[src/rtl/rf_sequencer_pkg.sv]
// Shared encodings for the register-file sequencer: opcodes, register
// indices, sequencer states and register-file function codes.
package rf_sequencer_pkg;

  // Command opcodes; 110 and 111 are illegal
  localparam logic [2:0] OP_CLR  = 3'b000;
  localparam logic [2:0] OP_LDI  = 3'b001;
  localparam logic [2:0] OP_DEC  = 3'b010;
  localparam logic [2:0] OP_INC  = 3'b011;
  localparam logic [2:0] OP_MOV  = 3'b100;
  localparam logic [2:0] OP_SWAP = 3'b101;

  // Register indices: T bank in the low half, R bank in the high half
  localparam logic [2:0] IDX_T1 = 3'b000;
  localparam logic [2:0] IDX_T2 = 3'b001;
  localparam logic [2:0] IDX_T3 = 3'b010;
  localparam logic [2:0] IDX_T4 = 3'b011;
  localparam logic [2:0] IDX_R1 = 3'b100;
  localparam logic [2:0] IDX_R2 = 3'b101;
  localparam logic [2:0] IDX_R3 = 3'b110;
  localparam logic [2:0] IDX_R4 = 3'b111;

  // Sequencer states
  localparam logic [2:0] ST_IDLE  = 3'd0;
  localparam logic [2:0] ST_READ  = 3'd1;
  localparam logic [2:0] ST_WRITE = 3'd2;
  localparam logic [2:0] ST_DONE  = 3'd3;
  localparam logic [2:0] ST_ERR   = 3'd4;

  // Register-file function codes
  localparam logic [1:0] FUN_CLEAR = 2'b00;
  localparam logic [1:0] FUN_LOAD  = 2'b01;
  localparam logic [1:0] FUN_DEC   = 2'b10;
  localparam logic [1:0] FUN_INC   = 2'b11;

  // Function code issued by the single-write opcodes
  function automatic logic [1:0] op_to_fun(input logic [2:0] op);
    case (op)
      OP_LDI:  return FUN_LOAD;
      OP_DEC:  return FUN_DEC;
      OP_INC:  return FUN_INC;
      default: return FUN_CLEAR;
    endcase
  endfunction

endpackage

[src/rtl/rf_idx_decode.sv]
// Turns a 3-bit register index into the one-hot R or T write enable.
// The MSB picks the bank; the lower bits pick the register, with the
// first register of each bank on bit 3.
module rf_idx_decode (
  input  logic [2:0] idx,
  input  logic       en,
  output logic [3:0] rsel,
  output logic [3:0] tsel
);

  logic [3:0] one_hot;

  // Shift a single bit down from bit 3 and steer it to the selected bank
  always_comb begin
    one_hot = 4'b1000 >> idx[1:0];
    rsel    = (en && idx[2])  ? one_hot : 4'b0000;
    tsel    = (en && !idx[2]) ? one_hot : 4'b0000;
  end

endmodule

[src/rtl/rf_sequencer.sv]
// Command sequencer for the register file. It accepts one command at a
// time, breaks it into READ/WRITE steps and drives registered
// register-file controls. SWAP goes through a scratch register in three
// read/write pairs.
module rf_sequencer
  import rf_sequencer_pkg::*;
#(
  parameter logic [2:0] SCRATCH_IDX = IDX_T4
) (
  input  logic       Clock,
  input  logic       Reset,
  input  logic       CmdValid,
  output logic       CmdReady,
  input  logic [2:0] CmdOp,
  input  logic [2:0] CmdDst,
  input  logic [2:0] CmdSrc,
  input  logic [7:0] CmdImm,
  input  logic [7:0] RFOut1,
  output logic [1:0] FunSel,
  output logic [3:0] RSel,
  output logic [3:0] TSel,
  output logic [2:0] O1Sel,
  output logic [2:0] O2Sel,
  output logic [7:0] RFInput,
  output logic       Done,
  output logic       Err
);

  logic [2:0] state, state_n;
  logic [1:0] step, step_n;
  logic [2:0] op_q, op_n;
  logic [2:0] dst_q, dst_n;
  logic [2:0] src_q, src_n;
  logic [1:0] fun_n;
  logic [2:0] o1_n, o2_n;
  logic [7:0] in_n;
  logic       done_n, err_n;
  logic       wr_en;
  logic [2:0] wr_idx;
  logic [2:0] swap_wr_idx;
  logic [3:0] rsel_n, tsel_n;

  // The write enables for the next cycle come from the decoded write index
  rf_idx_decode u_decode (
    .idx  (wr_idx),
    .en   (wr_en),
    .rsel (rsel_n),
    .tsel (tsel_n)
  );

  // SWAP writes the scratch register first, then the first operand, then the second
  always_comb begin
    case (step)
      2'd0:    swap_wr_idx = SCRATCH_IDX;
      2'd1:    swap_wr_idx = dst_q;
      default: swap_wr_idx = src_q;
    endcase
  end

  // Next state and next registered outputs; data-path outputs hold unless changed
  always_comb begin
    state_n = state;
    step_n  = step;
    op_n    = op_q;
    dst_n   = dst_q;
    src_n   = src_q;
    fun_n   = FunSel;
    o1_n    = O1Sel;
    o2_n    = 3'b000;
    in_n    = RFInput;
    done_n  = 1'b0;
    err_n   = 1'b0;
    wr_en   = 1'b0;
    wr_idx  = 3'b000;
    case (state)
      ST_IDLE: begin
        if (CmdValid && CmdReady) begin
          op_n   = CmdOp;
          dst_n  = CmdDst;
          src_n  = CmdSrc;
          step_n = 2'd0;
          case (CmdOp)
            OP_CLR, OP_LDI, OP_DEC, OP_INC: begin
              state_n = ST_WRITE;
              wr_en   = 1'b1;
              wr_idx  = CmdDst;
              o2_n    = CmdDst;
              fun_n   = op_to_fun(CmdOp);
              in_n    = (CmdOp == OP_LDI) ? CmdImm : 8'h00;
            end
            OP_MOV: begin
              state_n = ST_READ;
              o1_n    = CmdSrc;
            end
            OP_SWAP: begin
              if (CmdDst == SCRATCH_IDX || CmdSrc == SCRATCH_IDX) begin
                state_n = ST_ERR;
                err_n   = 1'b1;
              end else if (CmdDst == CmdSrc) begin
                state_n = ST_DONE;
                done_n  = 1'b1;
              end else begin
                state_n = ST_READ;
                o1_n    = CmdDst;
              end
            end
            default: begin
              state_n = ST_ERR;
              err_n   = 1'b1;
            end
          endcase
        end
      end
      ST_READ: begin
        state_n = ST_WRITE;
        wr_en   = 1'b1;
        wr_idx  = (op_q == OP_MOV) ? dst_q : swap_wr_idx;
        o2_n    = wr_idx;
        fun_n   = FUN_LOAD;
        in_n    = RFOut1;
      end
      ST_WRITE: begin
        if (op_q == OP_SWAP && step != 2'd2) begin
          state_n = ST_READ;
          step_n  = step + 2'd1;
          o1_n    = (step == 2'd0) ? src_q : SCRATCH_IDX;
        end else begin
          state_n = ST_DONE;
          done_n  = 1'b1;
        end
      end
      ST_DONE, ST_ERR: state_n = ST_IDLE;
      default:         state_n = ST_IDLE;
    endcase
  end

  // Register the state, the latched command and every output
  always_ff @(posedge Clock or posedge Reset) begin
    if (Reset) begin
      state    <= ST_IDLE;
      step     <= 2'd0;
      op_q     <= OP_CLR;
      dst_q    <= 3'b000;
      src_q    <= 3'b000;
      FunSel   <= FUN_CLEAR;
      RSel     <= 4'b0000;
      TSel     <= 4'b0000;
      O1Sel    <= 3'b000;
      O2Sel    <= 3'b000;
      RFInput  <= 8'h00;
      Done     <= 1'b0;
      Err      <= 1'b0;
      CmdReady <= 1'b1;
    end else begin
      state    <= state_n;
      step     <= step_n;
      op_q     <= op_n;
      dst_q    <= dst_n;
      src_q    <= src_n;
      FunSel   <= fun_n;
      RSel     <= rsel_n;
      TSel     <= tsel_n;
      O1Sel    <= o1_n;
      O2Sel    <= o2_n;
      RFInput  <= in_n;
      Done     <= done_n;
      Err      <= err_n;
      CmdReady <= (state_n == ST_IDLE);
    end
  end

endmodule

[config.mk]
export PLATFORM = sky130hd
export DESIGN_NAME = rf_sequencer
export DESIGN_NICKNAME = d
export VERILOG_FILES = /design/src/rtl/rf_sequencer_pkg.sv /design/src/rtl/rf_idx_decode.sv /design/src/rtl/rf_sequencer.sv
export SDC_FILE = /design/constraint.sdc
export NUM_CORES = 1
export LEC_CHECK = 0
export ABC_AREA = 1
export BUFFER_PORTS_ARGS = -buffer_cell sky130_fd_sc_hd__buf_2
export CORE_UTILIZATION = 36
export DETAILED_ROUTE_END_ITERATION = 6
export HOLD_SLACK_MARGIN = 0.06
export SYNTH_ARGS = -nofsm -noshare
export SYNTH_HDL_FRONTEND = slang
export SYNTH_SLANG_ARGS = --single-unit
[constraint.sdc]
create_clock -name Clock -period 2.4 [get_ports Clock]
set_input_delay 0.48 -clock Clock [delete_from_list [all_inputs] [get_ports Clock]]
set_output_delay 0.48 -clock Clock [all_outputs]
set_load 0.05 [all_outputs]
==> summary.txt, run 1 <==
outcome: finished clean
clk sinks: 41
Worst Setup Slack, final: 828 ps
YS warnings: 0
grt total ovfl: 0
most common cell in the synthesized netlist: nand2_1
dpl cell area: 2410 um2
Slew Viols, Final: 0
DRT Wirelength: 4520 um
Tcrit/Tclk final: 0.655
total track usage: 0.172
Post-synth EDFFs: 0
Peak VDD IR: 0.000559 V
per-cell routed wire length: 11.4 um
fillers: 570
clk root buf: clkbuf_8
Max-slew headroom: 0.662
DRC errors left: 0
vias in the first global route: 1690
clock skew: 3.73 ps
Core Util, Final: 0.462
CTS Hold Bufs: 0
dpl cells: 387
CTS tree: yes
Die Span X: 77.8 um
via count: 1816
DRT Pass-1 Iters: 4
Post-Syn Area: 2070 um2
final std cells w/o fill: 395
FP Rows: 27
total power: 3.30 mW
r2r setup slk: 830 ps
R2R depth: 6
Detailed Route Iter0 Violations: 61
die footprint: 6050 um2
reg2reg start: state[2]
final hold violations: 0
max-cap viol count: 0
Avg Cell Area, Syn: 7.86 um2
routed vias/inst: 4.60
reg-to-reg endpoint: FunSel[0]
max frequency: 0.636 GHz
fin nets: 353
WP data arrival: 1720 ps
FFs w/ async S/R, synth: 1.00
worst-path maximum fanout: 18
Synth top cells by count: 79 x nand2_1, 40 x dfrtp_1, 38 x inv_1
Die H: 77.8 um
Critical Path RT: 2550 ps
CP Capture Type: flip-flop
post_cts resized: 0
Power per Cell Area: 1290 nW/um2
critical path launch point type: flip-flop
global-route wire length before repair: 8110 um
leakage power: 1.43 nW
number of buffers created by CTS: 5
Longest Clk Path Bufs: 2
worst slew pin tran: 507 ps
WS Path Type: flip-flop to flip-flop
H-Tree Level Count: 2
Placeable Area: 5510 um2
DP Wirelength: 3470 um
num ports: 55
ranking of synthesized cells by area: dfrtp_1 48%, nand2_1 14%, o21ai_0 7.7%
# port buffers: 54
GPL Wtd Cong: 0.845
# setup viols final: 0
largest net degree at the start of global routing: 42
hold_ws: 306 ps
Yosys top cell by area: dfrtp_1
n_diodes: 0
TNS Setup: 0 ps
Min Clock Period, post-route: 1570 ps
Main synth FF type: dfrtp_1
remaining antenna violation count: 0
FF+latch count, synth: 41
DP Worst Slack: 753 ps
top-area cell type share of the netlist area: 0.484
Post-CTS Setup Bufs: 0
clk slew on worst S/H paths: 80 ps
fin area: 2540 um2
post-synthesis cell type count: 26
Post-Synthesis Cells: 263
share of cells above drive strength 1: 0.248
register area share after synthesis: 0.497
worst min-delay path class: primary input to asynchronous set/reset pin
Area growth syn-to-layout: 23.1%
Initial Util: 0.375
syn nets: 294
RSZ-0062 raised after global routing: false
clock latency on the worst-skew pair: 290 ps
initial antenna violation count: 0
logic make-up (layout without fill, tap and decap cells):
family	Yosys count	count (layout)	share of synthesized area
simple gates	120	120	0.251
xor+xnor	1	1	0.00424
flops	41	41	0.497
compound gates	52	52	0.138
buf+inv	46	106	0.0920
fa+ha+maj	3	3	0.0182
power by group:
part | leakage (nW) | switching (mW) | internal, mW
combinational | 0.829 | 1.17 | 0.416
sequential | 0.531 | 0.126 | 0.935
clock | 0.0681 | 0.232 | 0.413
total | 1.43 | 1.53 | 1.76
cells in the final DEF (no fill, tap or decap), types with 3 or more instances in the layout:
master	n
a21oi_1	6
nand2_1	79
buf_2	54
o21ai_0	32
o21ai_1	6
inv_1	38
inv_2	3
clkbuf_8	5
nand3_1	18
nor2_1	15
o21ai_2	4
dfrtp_1	40
ha_1	3
per-layer routing:
layer	wire length [um]	vias up	GRT usage
li1	-	945	-
met1	2040	812	0.231
met2	2120	52	0.265
met3	275	7	0.0400
met4	80	0	0.0717
met5	0	-	0
worst max-delay path, cell delays in order (launching register included):
cell	delay [ps]
dfrtp_1	420
nor3_4	390
inv_2	220
nand2_4	130
inv_4	80
nand2_1	70
o311ai_0	110
layout make-up:
cell class                 instances  area, um2  area share
tap                               72       90.1      0.0354
timing repair buffer              55        278       0.109
multi-input combinational        176        850       0.334
clock inverter                     3       65.1      0.0256
sequential                        41       1030       0.404
clock buffer                       5       68.8      0.0270
inverter                          43        166      0.0654
worst max path at each step:
stage / startpoint / endpoint / depth (start not counted)
after floorplan: CmdReady / RFInput[3] / 10
after global placement: CmdOp[1] / O1Sel[0] / 11
after detailed placement: CmdOp[1] / O1Sel[1] / 11
after CTS: state[2] / FunSel[0] / 6
after global routing: step[1] / TSel[3] / 10
final: state[2] / FunSel[0] / 6
state kept, by name, indices dropped and copies added, names as in the netlist, 2 cells and up:
signal / flops
op_q: 3
state: 3
dst_q: 3
RSel: 4
O2Sel: 3
RFInput: 8
O1Sel: 3
src_q: 3
FunSel: 2
step: 2
TSel: 4
Power figures use the tool's default switching activity.
==> inputs of run 2 (changes only) <==
ABC_AREA = 0   (was 1)
clock period = 1.4 ns   (was 2.4 ns; I/O delays follow)
==> run 2 against run 1 <==
  * The run now ends with negative setup slack left
  * Synthesized area fell by 0.79%
  * Synthesized cell count fell by 33%
  * Clock skew rose by 4.6 ps
  * Via count rose by 3.0%
  * Global-route usage rose by 3.4 points
  * Worst hold slack got worse by 60 ps
  * Sequential share of layout area fell by 8.2 points
  * Cell area rose by 26%
  * Utilization rose by 12 points
  * Critical endpoint is now TSel[3]
  * Largest power group unchanged
  * Highest routed layer unchanged
==> summary.txt, run 2 <==
Longest Clk Path Bufs: 2
top-area cell type share of the netlist area: 0.488
fillers: 451
Max-slew headroom: 0.645
RSZ-0062 raised after global routing: true
syn nets: 207
Slew Viols, Final: 0
initial antenna violation count: 0
Post-synth EDFFs: 0
Initial Util: 0.372
clock skew: 8.33 ps
final hold violations: 0
max-cap viol count: 0
Area growth syn-to-layout: 56.2%
leading registers by flop count: RFInput (8), RSel (4), TSel (4)
vias in the first global route: 1870
n_diodes: 0
violated checks: negative setup slack
remaining antenna violation count: 0
critical path launch point type: flip-flop
CTS tree: yes
FF+latch count, synth: 41
per-cell routed wire length: 15.9 um
leakage power: 1.57 nW
dpl cells: 343
Power per Cell Area: 2220 nW/um2
Post-Synthesis Cells: 176
Die H: 77.5 um
H-Tree Level Count: 2
worst slew pin tran: 528 ps
fin area: 3200 um2
ranking of synthesized cells by area: dfrtp_1 49%, mux2_2 6.6%, nand2_1 3.3%
Peak VDD IR: 0.00108 V
number of buffers created by CTS: 5
Placeable Area: 5510 um2
die footprint: 6000 um2
GPL Wtd Cong: 0.847
Main synth FF type: dfrtp_1
Post-Syn Area: 2050 um2
Critical Path RT: 1600 ps
clk slew on worst S/H paths: 80 ps
register area share after synthesis: 0.501
DP Wirelength: 3820 um
CP Capture Type: flip-flop
worst min-delay path class: primary input to flip-flop
clk sinks: 41
area of the multi-input gates: 1190 um2
number of flip-flops in the largest register: 8
FF/Latch Area: 1030 um2
fin nets: 319
via count: 1870
num ports: 55
grt total ovfl: 0
post-synthesis cell type count: 51
final std cells w/o fill: 361
DRC errors left: 0
max frequency: 0.549 GHz
worst-path maximum fanout: 5
FFs w/ async S/R, synth: 1.00
share of cells above drive strength 1: 0.633
WS Path Type: flip-flop to flip-flop
most common cell in the synthesized netlist: dfrtp_1
Min Clock Period, post-route: 1820 ps
Yosys top cell by area: dfrtp_1
outcome: complete, but fails checks
highest-count cells in the layout ignoring fill and taps: 53 x buf_2, 44 x buf_4, 40 x dfrtp_1
Tcrit/Tclk final: 1.30
# port buffers: 54
clock latency on the worst-skew pair: 300 ps
R2R depth: 5
Worst Setup Slack, final: -423 ps
DRT Wirelength: 5750 um
Die Span X: 77.5 um
clk root buf: clkbuf_8
TNS Setup: -10750 ps
FP Rows: 27
Synth top cells by count: 40 x dfrtp_1, 18 x nand2_1, 13 x o21ai_0
dpl cell area: 2840 um2
total power: 7.10 mW
total track usage: 0.206
routed vias/inst: 5.18
largest net degree at the start of global routing: 42
most common cell after layout, fill and taps aside: buf_2
DRT Pass-1 Iters: 5
WHS Path Cells: 3
WP data arrival: 2020 ps
Avg Cell Area, Syn: 11.7 um2
YS warnings: 0
Top reg by flops: RFInput
# setup viols final: 42
global-route wire length before repair: 9360 um
Detailed Route Iter0 Violations: 37
hold_ws: 247 ps
==> run 2: area by class of cell <==
type,instances,share of cell area
tap,72,0.0281
clock inverter,2,0.00430
inverter,5,0.00586
multi-input combinational,126,0.372
timing repair buffer,109,0.242
clock buffer,6,0.0258
sequential,41,0.322
==> run 2: critical path, stage by stage, from the launching register on <==
cell,delay (ps)
dfrtp_1,370
inv_2,60
ha_2,180
or4_4,540
a32o_2,340
nor4_2,230
==> run 2: cells by family (layout without fill, tap and decap cells) <==
| kind of cell | after synthesis | count (layout) | synth area share |
|---|---|---|---|
| AND/OR/NAND/NOR | 60 | 60 | 0.219 |
| flip-flops | 41 | 41 | 0.501 |
| XOR/XNOR | 3 | 3 | 0.0128 |
| buffers and inverters | 12 | 122 | 0.0287 |
| multiplexers | 12 | 12 | 0.0659 |
| AO/OA/AOI/OAI | 45 | 48 | 0.154 |
| adder cells (fa/ha/maj) | 3 | 3 | 0.0183 |
==> run 2: final timing paths <==
kind	slack [ps]	end	startpoint
max	-420	TSel[3]	step[1]
min	250	RFInput[5]	CmdImm[5]
max reg2reg	-420	TSel[3]	step[1]
min reg2reg	500	RFInput[5]	RFInput[5]
max in group asynchronous	560	CmdReady	Reset
min in group asynchronous	570	TSel[1]	Reset
==> run 2: per-layer routing <==
| layer | wire [um] | vias to the layer above | GRT usage |
|---|---|---|---|
| met5 | 0 | - | 0 |
| met4 | 115 | 0 | 0.0717 |
| met3 | 237 | 10 | 0.0424 |
| met2 | 2840 | 55 | 0.357 |
| met1 | 2560 | 914 | 0.253 |
| li1 | - | 891 | - |
==> run 2: per-stage QoR <==
step	util	worst slack [ps]
2_1_floorplan	-	-373
3_5_place_dp	0.516	-462
4_1_cts	0.575	-423
6_report	0.582	-423
3_3_place_gp	0.516	-408
5_1_grt	0.582	-511
==> run 2: timing repair <==
item	4_1_cts	5_1_grt
pin swaps	24	4
gates resized for setup	36	9
gates cloned	4	0
endpoints found under the setup margin	42	42
hold buffers	1	0
endpoints found under the hold margin	40	0
buffers inserted	6	0
==> run 2: power breakdown <==
group | total (mW) | internal (mW) | switching [mW]
registers | 1.99 | 1.66 | 0.331
logic | 4.28 | 1.89 | 2.39
clock network | 0.820 | 0.399 | 0.420
